## config.mk

```make
export PLATFORM = sky130hd
export DESIGN_NAME = fir_out_buffer
export DESIGN_NICKNAME = d
export VERILOG_FILES = /design/src/rtl/fir_out_buffer.sv
export SDC_FILE = /design/constraint.sdc
export NUM_CORES = 1
export LEC_CHECK = 0
export BUFFER_PORTS_ARGS = -buffer_cell sky130_fd_sc_hd__buf_2
export CAP_MARGIN = 40
export CORE_UTILIZATION = 45
export CTS_CLUSTER_SIZE = 25
export DETAILED_ROUTE_END_ITERATION = 16
export GPL_TIMING_DRIVEN = 0
export PLACE_DENSITY = 0.78
export REMOVE_ABC_BUFFERS = 1
export SKIP_CTS_REPAIR_TIMING = 1
export SLEW_MARGIN = 10
export SYNTH_ARGS = -nofsm -noshare
export SYNTH_HDL_FRONTEND = slang
export SYNTH_SLANG_ARGS = --single-unit
```

## constraint.sdc

```tcl
create_clock -name CLK -period 2.6 [get_ports CLK]
set_clock_uncertainty 0.05 [all_clocks]
set_input_delay 0.26 -clock CLK [delete_from_list [all_inputs] [get_ports CLK]]
set_output_delay 0.26 -clock CLK [all_outputs]
set_load 0.02 [all_outputs]
```

## src/rtl/fir_out_buffer.sv

```systemverilog
// Elastic show-ahead FIFO between the FIR output and a consumer that can stall.
// Samples arriving while full are dropped and counted (sticky OVF, saturating DROP_CNT).
module fir_out_buffer #(
    parameter int NB    = 9,
    parameter int DEPTH = 8,
    parameter int CNT_W = 8
) (
    input  logic                     CLK,
    input  logic                     RST_n,
    input  logic [NB-1:0]            DIN,
    input  logic                     VIN,
    input  logic                     RDY,
    input  logic                     CLR_OVF,
    output logic [NB-1:0]            DOUT,
    output logic                     VOUT,
    output logic [$clog2(DEPTH):0]   LEVEL,
    output logic                     OVF,
    output logic [CNT_W-1:0]         DROP_CNT
);

    localparam int AW = $clog2(DEPTH);
    localparam logic [AW:0]      FULL_LVL = (AW+1)'(DEPTH);
    localparam logic [AW-1:0]    PTR_ONE  = AW'(1);
    localparam logic [CNT_W-1:0] CNT_MAX  = '1;
    localparam logic [CNT_W-1:0] CNT_ONE  = CNT_W'(1);

    logic [NB-1:0]    mem_q [DEPTH];
    logic [AW-1:0]    wr_ptr_q, wr_ptr_d;
    logic [AW-1:0]    rd_ptr_q, rd_ptr_d;
    logic [AW:0]      level_q, level_d;
    logic             ovf_q, ovf_d;
    logic [CNT_W-1:0] drop_cnt_q, drop_cnt_d;

    logic empty, full, pop, push, drop;

    always_comb begin
        empty = (level_q == '0);
        full  = (level_q == FULL_LVL);
        pop   = !empty && RDY;
        // A pop in the same cycle frees a slot, so a full buffer still accepts.
        push  = VIN && (!full || pop);
        drop  = VIN && full && !pop;
    end

    always_comb begin
        wr_ptr_d   = wr_ptr_q;
        rd_ptr_d   = rd_ptr_q;
        level_d    = level_q;
        ovf_d      = ovf_q;
        drop_cnt_d = drop_cnt_q;

        if (push) wr_ptr_d = wr_ptr_q + PTR_ONE;
        if (pop)  rd_ptr_d = rd_ptr_q + PTR_ONE;
        level_d = level_q + {{AW{1'b0}}, push} - {{AW{1'b0}}, pop};

        // A drop coinciding with a clear restarts the count at one.
        if (drop) begin
            ovf_d = 1'b1;
            if (CLR_OVF)                  drop_cnt_d = CNT_ONE;
            else if (drop_cnt_q != CNT_MAX) drop_cnt_d = drop_cnt_q + CNT_ONE;
        end else if (CLR_OVF) begin
            ovf_d      = 1'b0;
            drop_cnt_d = '0;
        end
    end

    always_ff @(posedge CLK) begin
        if (!RST_n) begin
            wr_ptr_q   <= '0;
            rd_ptr_q   <= '0;
            level_q    <= '0;
            ovf_q      <= 1'b0;
            drop_cnt_q <= '0;
        end else begin
            wr_ptr_q   <= wr_ptr_d;
            rd_ptr_q   <= rd_ptr_d;
            level_q    <= level_d;
            ovf_q      <= ovf_d;
            drop_cnt_q <= drop_cnt_d;
        end
    end

    always_ff @(posedge CLK) begin
        if (RST_n && push) mem_q[wr_ptr_q] <= DIN;
    end

    assign VOUT     = !empty;
    assign DOUT     = empty ? '0 : mem_q[rd_ptr_q];
    assign LEVEL    = level_q;
    assign OVF      = ovf_q;
    assign DROP_CNT = drop_cnt_q;

endmodule

```

==> flow_summary.ini <==
[min_path]
hold_path_class = in2reg

[detailed_routing]
vias = 2196
drt-total-wl_um = 6950
drc_errors = 0
postRouteAntennaNets = 0
routed_via_density = 5.48
drt_iter0_drc = 103
dr.pass1.iters = 4
routedWlPerCell_um = 17.3

[clocking]
cts_inserted_buffers = 9
root_buffer = clkbuf_8
cts_sinks = 94
clk_pin_slew_ns = 0.09
clk_latency_ns = 0.35
cts.path.max_buffers = 2
cts_tree = done
htreeDepth = 3

[floorplan]
fp.dieW_um = 94.8
dieArea_mm2 = 0.00898
start_util_pct = 46.9
rows = 33
core_mm2 = 0.00826
dieHeight_um = 94.8
io_pins = 37

[setup_path]
critPathSlowestCell = nor3_2
worst-setup-path-type = reg2reg
crit_path_end_kind = flip-flop
worstPathCellList = inv_1 -> ha_1 -> nand2b_1 -> a31oi_2 -> nand2_1 -> nor3_2 -> buf_4
crit_arrival_ns = 2.47
required_ns = 2.62
max_stage_delay_ns = 0.51
worstPathMaxFanout = 5
start_kind = flip-flop

[power_and_ir_drop]
pwr-share-clk_pct = 25.4
ir_drop_mv = 0.549
pwr-share-seq_pct = 45.4
p_sw_mw = 1.28
p_per_area_mw_per_mm2 = 911
p_comb_share_pct = 29.2
power.leakage_nw = 1.56
swShare_pct = 31.2
intPower_mw = 2.82

[yosys]
syn_inst = 243
synth_cell_types = 42
ys.flop_type = edfxtp_1
ys_seq_elements = 94
synth_area_mm2 = 0.00387
syn_area_per_cell_um2 = 15.9
ys.warnings.count = 0
async_flop_share_pct = 0
yosysSeqAreaShare_pct = 67.2
synth_edf_count = 72

[outcome]
status = finished, final reports clean

[timing]
max_freq_mhz = 409
setup_tns_ns = 0
fin_crit_sh_pct = 94.1
min_period_ns = 2.45
finalHoldViolCount = 0
setup_violations = 0
setup_ws_ns = 0.154
slew_violations = 0
rsz0062_at_grt = true
worst_pin_slew_ns = 0.678
max_slew_margin_pct = 54.7

[final_layout]
utilization_pct = 54.4
design_area_mm2 = 0.00449
area_delta_synth_final_pct = 16.1
fin_nets = 314
fin_cells = 401
final_layout_size_suffix_gt1_share_pct = 31.1
antenna_cells = 0
fillers = 689

[global_route]
grt_max_degree = 20
grt_first_pass_wirelength_um = 10800
groute.usage.overall_pct = 16.8
grt_pass1_vias = 2136
gr-total-overflow = 0
antenna_found_initial = 0

[placement]
dp_slack_ns = -0.0104
place.gp.congestion = 0.742
io_buffers = 36
dp.cells = 384
placed_cell_area_mm2 = 0.00425
dp_hpwl_um = 4790

[flow_run]
cap_viol_max_count = 0
## logic make-up after synthesis
| logic type | synth area share [%] |
|---|---|
| mux | 13.3 |
| buf+inv | 2.26 |
| flops | 67.2 |
| compound gates | 3.81 |
| xor+xnor | 1.13 |
| simple gates | 9.15 |
| fa+ha+maj | 3.10 |
## registers in the layout, indices dropped and copies added, names as in the netlist, named ones only
signal,flops
rd_ptr_q,3
DROP_CNT,8
wr_ptr_q,3
OVF,1
LEVEL,4
mem_q,72
## cells in the final DEF, fill, tap and decap left out, drive strengths merged, types with 2 or more instances in the layout
master | netlist | routed
a31oi | 2 | 2
nand2b | 3 | 3
clkinv | 0 | 2
nand3 | 10 | 10
or4 | 4 | 4
o21ai | 2 | 2
edfxtp | 72 | 72
mux2i | 11 | 11
xnor2 | 3 | 3
nand4 | 2 | 2
buf | 7 | 46
nor2 | 12 | 12
and2 | 8 | 8
ha | 8 | 8
mux4 | 18 | 18
nand2 | 11 | 11
nor2b | 3 | 3
inv | 9 | 11
clkbuf | 3 | 11
o31ai | 3 | 3
a21boi | 2 | 2
and4 | 4 | 4
xor2 | 2 | 2
o41ai | 2 | 2
nor3 | 4 | 4
dfxtp | 22 | 22
a21oi | 6 | 6
nor4 | 2 | 2
bufinv | 0 | 2
## layer usage
layer  track usage [%]  up-vias  part of all wire, %
li1                  -     1038                    -
met1              20.0     1093                   42
met2              29.2       58                   51
met3              5.31        7                  5.5
met4              4.55        0                  1.0
met5                 0        -                    0
## critical path, delay by kind of cell (launching register included)
kind	cells	cell delay, ns
fa+ha+maj	1	0.20
simple gates	3	0.90
compound gates	1	0.35
flops	1	0.33
buf+inv	2	0.33
## synth_stat cells (all sizes together), types with 3 or more instances
cell	n	share of area (%)
buf	7	1.1
nor3	4	0.52
dfxtp	22	11
nand2	11	1.1
and2	8	1.3
mux4	18	10
inv	9	0.87
a21oi	6	0.78
o31ai	3	0.58
nand2b	3	0.48
mux2i	11	2.8
or4	4	0.78
and4	4	1.0
edfxtp	72	56
ha	8	2.6
xnor2	3	0.68
nand3	10	1.3
nor2	12	1.2
clkbuf	3	0.32
nor2b	3	0.48
## per-stage QoR
stage | total power [mW] | hold slack (ns)
after global placement | 3.00 | 0.413
after global routing | 4.32 | 0.110
after CTS | 4.13 | 0.103
after detailed placement | 3.09 | 0.429
final | 4.09 | 0.120
after floorplan | 2.70 | 0.309
## power by group through the flow
stage / registers (mW) / clock network, mW / logic, mW
after CTS: 1.86 / 1.07 / 1.20
after floorplan: 1.92 / 0 / 0.774
after detailed placement: 1.89 / 0 / 1.20
after global placement: 1.92 / 0 / 1.08
final: 1.86 / 1.04 / 1.20
after global routing: 1.88 / 1.12 / 1.32
## cell type report
cell class | count | area, um2 | share of cell area [%]
flip-flops and latches | 94 | 2600 | 58.0
multi-input cells | 130 | 1230 | 27.4
repair buffers | 47 | 275 | 6.13
well taps | 105 | 131 | 2.92
clock buffers | 10 | 128 | 2.84
clock inverters | 6 | 91.3 | 2.03
inverters | 9 | 33.8 | 0.752
## path summary, 6_finish.rpt
check	start	endpoint	slack, ns	depth (start not counted)
hold / removal	DIN[8]	mem_q[3][8]$_DFFE_PP_	0.12	1
hold reg to reg	OVF$_SDFFE_PN0P_	OVF$_SDFFE_PN0P_	0.44	2
setup / recovery	LEVEL[2]$_SDFF_PN0_	mem_q[5][3]$_DFFE_PP_	0.15	7
setup reg to reg	LEVEL[2]$_SDFF_PN0_	mem_q[5][3]$_DFFE_PP_	0.15	7
Power figures use the tool's default switching activity.
